$ cat config.mk
export PLATFORM = sky130hd
export DESIGN_NAME = axi_lite_cfg_slave
export DESIGN_NICKNAME = d
export VERILOG_FILES = /design/src/rtl/blur_cfg_pkg.sv /design/src/rtl/cfg_regfile.sv /design/src/rtl/axi_lite_cfg_slave.sv
export SDC_FILE = /design/constraint.sdc
export NUM_CORES = 1
export LEC_CHECK = 0
export BUFFER_PORTS_ARGS = -buffer_cell sky130_fd_sc_hd__buf_4
export CAP_MARGIN = 20
export CORE_MARGIN = 8
export CORE_UTILIZATION = 54
export DETAILED_ROUTE_END_ITERATION = 7
export PLACE_DENSITY = 0.84
export SLEW_MARGIN = 10
export SYNTH_ARGS = -nofsm -noshare
export SYNTH_HDL_FRONTEND = slang
export SYNTH_HIERARCHICAL = 1
export SYNTH_SLANG_ARGS = --single-unit
$ cat constraint.sdc
create_clock -name clk -period 2.5 [get_ports clk]
set_input_delay 0.25 -clock clk [delete_from_list [all_inputs] [get_ports clk]]
set_output_delay 0.25 -clock clk [all_outputs]
set_load 0.1 [all_outputs]
$ cat src/rtl/blur_cfg_pkg.sv
`default_nettype none
// ============================================================================
// Module   : blur_cfg_pkg
// Brief    : Shared register map, response codes and helpers for the blur
//            accelerator configuration slave.
// Revision : 1.0  initial release
// ============================================================================
package blur_cfg_pkg;

  // Byte offsets within the 256-byte register window
  localparam logic [7:0] ADDR_CTRL   = 8'h00;
  localparam logic [7:0] ADDR_STATUS = 8'h04;
  localparam logic [7:0] ADDR_ENABLE = 8'h40;
  localparam logic [7:0] ADDR_WEIGHT = 8'h44;

  // AXI response codes
  localparam logic [1:0] RESP_OKAY   = 2'b00;
  localparam logic [1:0] RESP_SLVERR = 2'b10;

  // CTRL register bit positions
  localparam int CTRL_START_BIT = 0;
  localparam int CTRL_DONE_BIT  = 1;

  // Merge a new word into an old one, byte lane by byte lane
  function automatic logic [31:0] apply_wstrb(input logic [31:0] old_val,
                                              input logic [31:0] new_val,
                                              input logic [3:0]  strb);
    logic [31:0] res;
    res = old_val;
    for (int b = 0; b < 4; b++) begin
      if (strb[b]) res[8*b +: 8] = new_val[8*b +: 8];
    end
    return res;
  endfunction

endpackage
`default_nettype wire

$ cat src/rtl/cfg_regfile.sv
`default_nettype none
// ============================================================================
// Module   : cfg_regfile
// Brief    : Byte-strobed ENABLE and WEIGHT[] storage with address decode
//            and read multiplexer.
// Revision : 1.0  initial release
// ============================================================================
module cfg_regfile #(
  parameter int ADDR_W      = 32,
  parameter int NUM_WEIGHTS = 10
) (
  input  logic                     clk,
  input  logic                     rst_n,
  input  logic                     wr_en,
  input  logic [ADDR_W-1:0]        wr_addr,
  input  logic [31:0]              wr_data,
  input  logic [3:0]               wr_strb,
  output logic                     wr_hit,
  input  logic [ADDR_W-1:0]        rd_addr,
  output logic [31:0]              rd_data,
  output logic                     rd_hit,
  output logic                     enable,
  output logic [NUM_WEIGHTS*32-1:0] weights
);
  import blur_cfg_pkg::*;

  localparam int c_w_first = int'(ADDR_WEIGHT[7:2]);

  logic r_enable;
  logic w_wr_win;
  logic w_rd_win;
  logic w_unused_addr_bits;

  // Addresses above the 256-byte window never alias into the map
  assign w_wr_win = (wr_addr[ADDR_W-1:8] == '0);
  assign w_rd_win = (rd_addr[ADDR_W-1:8] == '0);

  // Byte-offset bits carry no decode information
  assign w_unused_addr_bits = ^{wr_addr[1:0], rd_addr[1:0]};

  function automatic logic decode_hit(input logic [ADDR_W-1:0] a);
    int idx;
    idx = int'(a[7:2]);
    return (a[ADDR_W-1:8] == '0) &&
           ((a[7:2] == ADDR_ENABLE[7:2]) ||
            ((idx >= c_w_first) && (idx < c_w_first + NUM_WEIGHTS)));
  endfunction

  assign wr_hit = decode_hit(wr_addr);
  assign enable = r_enable;

  // ENABLE keeps only bit 0; the remaining bits of the word are not stored
  always_ff @(posedge clk or negedge rst_n) begin
    if (!rst_n) begin
      r_enable <= 1'b0;
    end else if (wr_en && w_wr_win && (wr_addr[7:2] == ADDR_ENABLE[7:2]) && wr_strb[0]) begin
      r_enable <= wr_data[0];
    end
  end

  for (genvar gi = 0; gi < NUM_WEIGHTS; gi++) begin : g_weight
    localparam logic [5:0] c_idx = 6'(c_w_first + gi);
    logic [31:0] r_val;

    // One weight word, updated only on the lanes the master strobes
    always_ff @(posedge clk or negedge rst_n) begin
      if (!rst_n) begin
        r_val <= '0;
      end else if (wr_en && w_wr_win && (wr_addr[7:2] == c_idx)) begin
        r_val <= apply_wstrb(r_val, wr_data, wr_strb);
      end
    end

    assign weights[32*gi +: 32] = r_val;
  end

  // Read multiplexer; unmapped offsets read as zero
  always_comb begin
    rd_data = '0;
    rd_hit  = decode_hit(rd_addr);
    if (w_rd_win && (rd_addr[7:2] == ADDR_ENABLE[7:2])) begin
      rd_data = {31'b0, r_enable};
    end
    for (int i = 0; i < NUM_WEIGHTS; i++) begin
      if (w_rd_win && (int'(rd_addr[7:2]) == c_w_first + i)) begin
        rd_data = weights[32*i +: 32];
      end
    end
  end

endmodule
`default_nettype wire

$ cat src/rtl/axi_lite_cfg_slave.sv
`default_nettype none
// ============================================================================
// Module   : axi_lite_cfg_slave
// Brief    : AXI4-Lite responder for the blur accelerator CTRL/STATUS/ENABLE/
//            WEIGHT registers; drives start/enable/weights into the core.
// Revision : 1.0  initial release
// ============================================================================
module axi_lite_cfg_slave #(
  parameter int ADDR_W      = 32,
  parameter int DATA_W      = 32,
  parameter int NUM_WEIGHTS = 10
) (
  input  logic                      clk,
  input  logic                      reset_n,
  input  logic [ADDR_W-1:0]         AWADDR,
  input  logic                      AWVALID,
  output logic                      AWREADY,
  input  logic [DATA_W-1:0]         WDATA,
  input  logic [DATA_W/8-1:0]       WSTRB,
  input  logic                      WVALID,
  output logic                      WREADY,
  output logic [1:0]                BRESP,
  output logic                      BVALID,
  input  logic                      BREADY,
  input  logic [ADDR_W-1:0]         ARADDR,
  input  logic                      ARVALID,
  output logic                      ARREADY,
  output logic [DATA_W-1:0]         RDATA,
  output logic [1:0]                RRESP,
  output logic                      RVALID,
  input  logic                      RREADY,
  output logic                      ap_start,
  input  logic                      ap_done,
  input  logic                      ap_idle,
  output logic                      enable,
  output logic [NUM_WEIGHTS*32-1:0] weights
);
  import blur_cfg_pkg::*;

  logic                r_live;
  logic                r_aw_full, r_w_full, r_bvalid, r_rvalid;
  logic [ADDR_W-1:0]   r_awaddr;
  logic [DATA_W-1:0]   r_wdata;
  logic [DATA_W/8-1:0] r_wstrb;
  logic [1:0]          r_bresp, r_rresp;
  logic [DATA_W-1:0]   r_rdata;
  logic                r_ap_start, r_busy, r_done;
  logic [15:0]         r_frame_cnt;

  logic        w_do_write, w_wr_ctrl, w_wr_status, w_ctrl_wr, w_start, w_done_clr;
  logic        w_rd_ctrl, w_rd_status, w_rf_wr_hit, w_rf_rd_hit;
  logic [31:0] w_rf_rd_data, w_rd_data;
  logic [1:0]  w_rd_resp, w_wr_resp;

  // Write commits once both address and data are held
  assign w_do_write  = r_aw_full && r_w_full;
  assign w_wr_ctrl   = (r_awaddr[ADDR_W-1:8] == '0) && (r_awaddr[7:2] == ADDR_CTRL[7:2]);
  assign w_wr_status = (r_awaddr[ADDR_W-1:8] == '0) && (r_awaddr[7:2] == ADDR_STATUS[7:2]);
  assign w_rd_ctrl   = (ARADDR[ADDR_W-1:8] == '0) && (ARADDR[7:2] == ADDR_CTRL[7:2]);
  assign w_rd_status = (ARADDR[ADDR_W-1:8] == '0) && (ARADDR[7:2] == ADDR_STATUS[7:2]);
  assign w_wr_resp   = (w_wr_ctrl || w_wr_status || w_rf_wr_hit) ? RESP_OKAY : RESP_SLVERR;

  assign w_ctrl_wr  = w_do_write && w_wr_ctrl && r_wstrb[0];
  assign w_start    = w_ctrl_wr && r_wdata[CTRL_START_BIT] && !r_busy;
  assign w_done_clr = w_ctrl_wr && r_wdata[CTRL_DONE_BIT];

  // READY stays low while reset is asserted and for the first cycle after it
  assign AWREADY  = r_live && !r_aw_full && !r_bvalid;
  assign WREADY   = r_live && !r_w_full && !r_bvalid;
  assign ARREADY  = r_live && !r_rvalid;
  assign BVALID   = r_bvalid;
  assign BRESP    = r_bresp;
  assign RVALID   = r_rvalid;
  assign RDATA    = r_rdata;
  assign RRESP    = r_rresp;
  assign ap_start = r_ap_start;

  cfg_regfile #(
    .ADDR_W      (ADDR_W),
    .NUM_WEIGHTS (NUM_WEIGHTS)
  ) u_regfile (
    .clk     (clk),
    .rst_n   (reset_n),
    .wr_en   (w_do_write),
    .wr_addr (r_awaddr),
    .wr_data (r_wdata),
    .wr_strb (r_wstrb),
    .wr_hit  (w_rf_wr_hit),
    .rd_addr (ARADDR),
    .rd_data (w_rf_rd_data),
    .rd_hit  (w_rf_rd_hit),
    .enable  (enable),
    .weights (weights)
  );

  // Read data selection across CTRL, STATUS and the register file
  always_comb begin
    w_rd_data = '0;
    w_rd_resp = RESP_OKAY;
    if (w_rd_ctrl) begin
      w_rd_data = {30'b0, r_done, r_ap_start};
    end else if (w_rd_status) begin
      w_rd_data = {r_frame_cnt, 14'b0, ap_idle, r_busy};
    end else if (w_rf_rd_hit) begin
      w_rd_data = w_rf_rd_data;
    end else begin
      w_rd_resp = RESP_SLVERR;
    end
  end

  // Gate for the READY outputs, low throughout reset
  always_ff @(posedge clk or negedge reset_n) begin
    if (!reset_n) r_live <= 1'b0;
    else          r_live <= 1'b1;
  end

  // Write channel capture, commit and response handshake
  always_ff @(posedge clk or negedge reset_n) begin
    if (!reset_n) begin
      r_aw_full <= 1'b0;
      r_w_full  <= 1'b0;
      r_awaddr  <= '0;
      r_wdata   <= '0;
      r_wstrb   <= '0;
      r_bvalid  <= 1'b0;
      r_bresp   <= RESP_OKAY;
    end else begin
      if (AWVALID && AWREADY) begin
        r_aw_full <= 1'b1;
        r_awaddr  <= AWADDR;
      end
      if (WVALID && WREADY) begin
        r_w_full <= 1'b1;
        r_wdata  <= WDATA;
        r_wstrb  <= WSTRB;
      end
      if (w_do_write) begin
        r_aw_full <= 1'b0;
        r_w_full  <= 1'b0;
        r_bvalid  <= 1'b1;
        r_bresp   <= w_wr_resp;
      end else if (r_bvalid && BREADY) begin
        r_bvalid <= 1'b0;
      end
    end
  end

  // Read channel: data registered at the AR handshake, held until RREADY
  always_ff @(posedge clk or negedge reset_n) begin
    if (!reset_n) begin
      r_rvalid <= 1'b0;
      r_rdata  <= '0;
      r_rresp  <= RESP_OKAY;
    end else if (ARVALID && ARREADY) begin
      r_rvalid <= 1'b1;
      r_rdata  <= w_rd_data;
      r_rresp  <= w_rd_resp;
    end else if (r_rvalid && RREADY) begin
      r_rvalid <= 1'b0;
    end
  end

  // Core control: start pulse, busy/done tracking and frame counter
  always_ff @(posedge clk or negedge reset_n) begin
    if (!reset_n) begin
      r_ap_start  <= 1'b0;
      r_busy      <= 1'b0;
      r_done      <= 1'b0;
      r_frame_cnt <= '0;
    end else begin
      r_ap_start <= w_start;
      if (w_start)      r_busy <= 1'b1;
      else if (ap_done) r_busy <= 1'b0;
      // A completion in the same cycle as a clear leaves done set
      if (ap_done)                      r_done <= 1'b1;
      else if (w_start || w_done_clr)   r_done <= 1'b0;
      if (ap_done) r_frame_cnt <= r_frame_cnt + 16'd1;
    end
  end

endmodule
`default_nettype wire

* Word level (Yosys, flattened, before mapping) *
Cells that the tools add are included.

word-level totals
  output and inout port bits = 363
  register bits after elaboration = 449
  input bits = 109

cells by class
  muxes and demuxes = 30
  eq/ne operators = 24
  $add $sub $neg = 1
  order comparisons = 4
  reductions and logical operators = 108

operators by type and width
  kind                     number
  $mux W32                 13
  $reduce_and A2 Y1        40
  $eq A6 B5 Y1 const B     12
  $eq A6 B6 Y1 const B     10
  $logic_and A1 B1 Y1      48
  $logic_not A24 Y1        2
  $add A16 B1 Y16 const B  1
  $mux W1                  13
  $eq A6 B1 Y1 const B     2
  $ge A6 B5 Y1 const B     2
  $logic_not A6 Y1         2
  $lt A6 B5 Y1 const B     2
  $reduce_bool A2 Y1       6
  $mux W2                  4
  $logic_not A1 Y1         5
  $logic_or A1 B1 Y1       5

* Longest topological paths before layout *
  depth after elaboration = 16
  depth in mapped cells = 11

* By module *
The synthesis kept the hierarchy.

modules (own cells, without submodules)
  module              cells an instance  instances  area each (um2)
  cfg_regfile         1,205              1          15,209.6
  axi_lite_cfg_slave  432                1          5,341.4

* Least setup slack after synthesis *
No wires, ideal clock.

  kind = register -> register
  start = register r_bvalid (netlist: BVALID)
  end = register r_wdata[14]
  setup time = 0.125 ns
  data required time = 2.375 ns
  clock period less this slack = 3.360 ns
  cell stages (with the launch flop) = 7
  data arrival time = 3.236 ns
  buffers on the path = 2
  path slack = -0.860 ns
  path through = dfrtp_1 -> nand2b_1 -> nor2_1 -> and2_1 -> buf_4 -> buf_4 -> mux2_2

on the way
  cells in the longest elaborated chain, start to end = 3

ends and longest elaborated chain
  item                    RTL line                   RTL
  start, declared         axi_lite_cfg_slave.sv:41   logic r_aw_full, r_w_full, r_bvalid, r_rvalid;
  start signal, assigned  axi_lite_cfg_slave.sv:125  r_bvalid <= 1'b0;
  start signal, assigned  axi_lite_cfg_slave.sv:140  r_bvalid <= 1'b1;
  start signal, assigned  axi_lite_cfg_slave.sv:143  r_bvalid <= 1'b0;
  $logic_not A1 Y1        axi_lite_cfg_slave.sv:69   assign WREADY = r_live && !r_w_full && !r_bvalid;
  $logic_and A1 B1 Y1     axi_lite_cfg_slave.sv:69
  via WREADY              axi_lite_cfg_slave.sv:21   output logic WREADY,
  $logic_and A1 B1 Y1     axi_lite_cfg_slave.sv:132  if (WVALID && WREADY) begin
  end signal, assigned    axi_lite_cfg_slave.sv:123  r_wdata <= '0;
  end signal, assigned    axi_lite_cfg_slave.sv:134  r_wdata <= WDATA;
  end, declared           axi_lite_cfg_slave.sv:43   logic [DATA_W-1:0] r_wdata;

The timed path passes the listed nets, and every way through them passes these cells.
A chain may end at the register's enable or synchronous reset.

* Worst setup path after layout *
  start = register r_awaddr[17]
  end = register u_regfile.g_weight[6].r_val[23]

on the way
  cells in the longest elaborated chain, start to end = 4

ends and longest elaborated chain
  item                                RTL line                   RTL
  start, declared                     axi_lite_cfg_slave.sv:42   logic [ADDR_W-1:0] r_awaddr;
  start signal, assigned              axi_lite_cfg_slave.sv:122  r_awaddr <= '0;
  start signal, assigned              axi_lite_cfg_slave.sv:130  r_awaddr <= AWADDR;
  $logic_not A24 Y1                   cfg_regfile.sv:35          assign w_wr_win = (wr_addr[ADDR_W-1:8] == '0);
  $logic_and A1 B1 Y1 (2 in a row)    cfg_regfile.sv:69          end else if (wr_en && w_wr_win && (wr_addr[7:2] == c_idx)) begin
  $reduce_and A2 Y1 (no source line)  -
  end signal, assigned                cfg_regfile.sv:70          r_val <= apply_wstrb(r_val, wr_data, wr_strb);
  end, declared                       cfg_regfile.sv:63          logic [31:0] r_val;

No other way between the ends.

==> impl_metrics.tcl <==
set metrics [dict create \
    portBuffers 465 \
    swShare_pct 30.2 \
    cp-start-kind "register" \
    p_switching_mw 5.88 \
    wirelength_um 85100 \
    drt-wirelength-per-cell_um 30.0 \
    worstSkewPairLatency_ns 0.59 \
    tightestPinTransition_ns 0.851 \
    start_util_pct 54.6 \
    grt.total_usage_pct 37.0 \
    total_leakage_power_nw 14.3 \
    powerDensity_nw_per_um2 685 \
    irDropWorstVdd_mv 0.698 \
    finClkSkew_ns 0.0205 \
    syn_area_um2 20500 \
    utilization_pct 75.7 \
    placeableCoreArea_um2 37500 \
    grt_pass1_wl_um 124000 \
    cts_buffers 46 \
    hp-class "in -> reg" \
    violations "design-rule violations, negative setup slack" \
    combPwrFrac_pct 13.2 \
    dr.pass1.iters 8 \
    root_buffer "clkbuf_16" \
    finalPower_mw 19.5 \
    critPathMaxFanout 8 \
    synth.avg_cell_area_um2 12.5 \
    crit_path_end_kind "register" \
    fin_nets 2393 \
    maxSlewHeadroom_pct 43.1 \
    path_class "reg -> reg" \
    place_congestion 0.973 \
    die_area_um2 44400 \
    clockPowerShare_pct 38.7 \
    grt_antenna_before_repair 6 \
    dpl.hpwl_um 59500 \
    die_h_um 211 \
    area_growth_pct 38.6 \
    drc 2 \
    drt-initial-drc-count 1755 \
    clockBufferDepth 3 \
    num_io_pins 472 \
    clock-sinks 445 \
    hold_violations 0 \
    p_int_mw 13.6 \
    post-place-ws_ns -0.441 \
    grt_pass1_vias 18900 \
    cts_max_level 2 \
    max-cap-violations 0 \
    setup_slack_ns -0.0274 \
    fmax_mhz 396 \
    vias 18000 \
    grt_max_degree 92 \
    clk_pin_slew_ns 0.07 \
    viasPerCell 6.34 \
    setup_violations 8 \
    layout_min_cycle_time_ns 2.53 \
    drive_above_1_share_pct 51.7 \
    outcome "finished with violations" \
    p_seq_share_pct 48.1 \
    setup_tns_ns -0.0655 \
    period_share_pct 101 \
    placementRows 71 \
    grt_setup_unrepaired "yes" \
    slew_violations 0 \
    cts_tree "yes" \
    die_w_um 211 \
    netlist_instances 1633 \
    critPathRequiredTime_ns 2.95 \
    yosysWarningCount 6 \
    critPathArrivalTime_ns 2.98 \
    overflow 0 \
    antenna_left 0 \
]
## state kept, by name, summed over array words and instances, names as in the netlist, 4 cells and up
name / count
r_wstrb: 4
r_awaddr: 30
u_regfile/g_weight.r_val: 320
r_frame_cnt: 16
r_wdata: 32
RDATA: 32
## placed cells by master, fill, tap and decap left out, types with 9 or more instances in the layout
cell and count:
a211oi_1 23, a21oi_1 24, a221o_1 10, buf_12 35, buf_4 596, buf_6 9, clkbuf_1 13, clkbuf_16 49
clkbuf_8 9, dfrtp_1 444, dlygate4sd3_1 70, mux2_1 9, mux2_2 407, mux2i_1 20, nand2_1 130, nand2_2 10
nand3_1 25, nand4_1 29, nor2_1 58, nor2_2 10, nor3_1 19, nor4_1 26, o211ai_1 9, o211ai_2 10
o21ai_0 30, o22ai_1 43, o2bb2ai_1 9, xnor2_1 10
## per-stage QoR
stage	hold WS (ns)	std cells	cell area, um^2
floorplan	-0.0456	1634	20500
global placement	0.227	2668	25800
detailed placement	0.233	2668	25800
CTS	0.0848	2826	28200
global route	0.118	2835	28400
finish	0.100	2838	28400
## routing by layer
metal	track usage, %	part of all wire, %
met5	0	0.016
met4	19.8	6.1
met3	12.6	12
met2	57.5	45
met1	45.4	37
## power by group through the flow
stage / Sequential (mW) / Combinational (mW) / Clock [mW]
final: 9.36 / 2.56 / 7.54
after global routing: 9.47 / 2.71 / 7.84
after CTS: 9.21 / 2.40 / 7.54
after detailed placement: 9.32 / 2.29 / 0
after global placement: 9.23 / 2.21 / 0
after floorplan: 8.53 / 1.91 / 0
## cell type report
| class | count | area (um^2) |
|---|---|---|
| fillers | 2307 | 9100 |
| flip-flops and latches | 445 | 11100 |
| diodes | 6 | 15.0 |
| repair buffers | 711 | 5990 |
| inverters | 9 | 33.8 |
| multi-input cells | 1070 | 8920 |
| clock buffers | 71 | 1400 |
| clock inverters | 15 | 256 |
| well taps | 511 | 639 |
## worst paths after layout
kind	from	to	slack [ns]	depth (start not counted)
min reg2reg	r_frame_cnt[15]	r_frame_cnt[15]	0.48	1
min	ap_idle	RDATA[1]	0.1	4
max	r_awaddr[17]	u_regfile/g_weight[6].r_val[23]	-0.03	8
max in group asynchronous	reset_n	u_regfile/g_weight[9].r_val[23]	1.37	3
min in group asynchronous	reset_n	r_wdata[4]	0.23	2
max reg2reg	r_awaddr[17]	u_regfile/g_weight[6].r_val[23]	-0.03	8
## repair_timing
| item | 4_1_cts | 5_1_grt |
|---|---|---|
| setup endpoints to repair | 39 | 307 |
| hold buffers | 70 | 0 |
| gates resized for setup | 4 | 36 |
| gates cloned | 0 | 0 |
| buffers inserted | 2 | 6 |
| pin swaps | 2 | 10 |
| endpoints found under the hold margin | 116 | 0 |
## critical path, cell delays in order (launching register included)
cell	delay, ns
dfrtp_1	0.41
or4_4	0.57
nor2_4	0.11
buf_6	0.12
nand4_4	0.19
nor2_4	0.17
buf_12	0.16
nand3_2	0.25
mux2_1	0.42
Note: power is estimated with default switching activity, not from simulation.
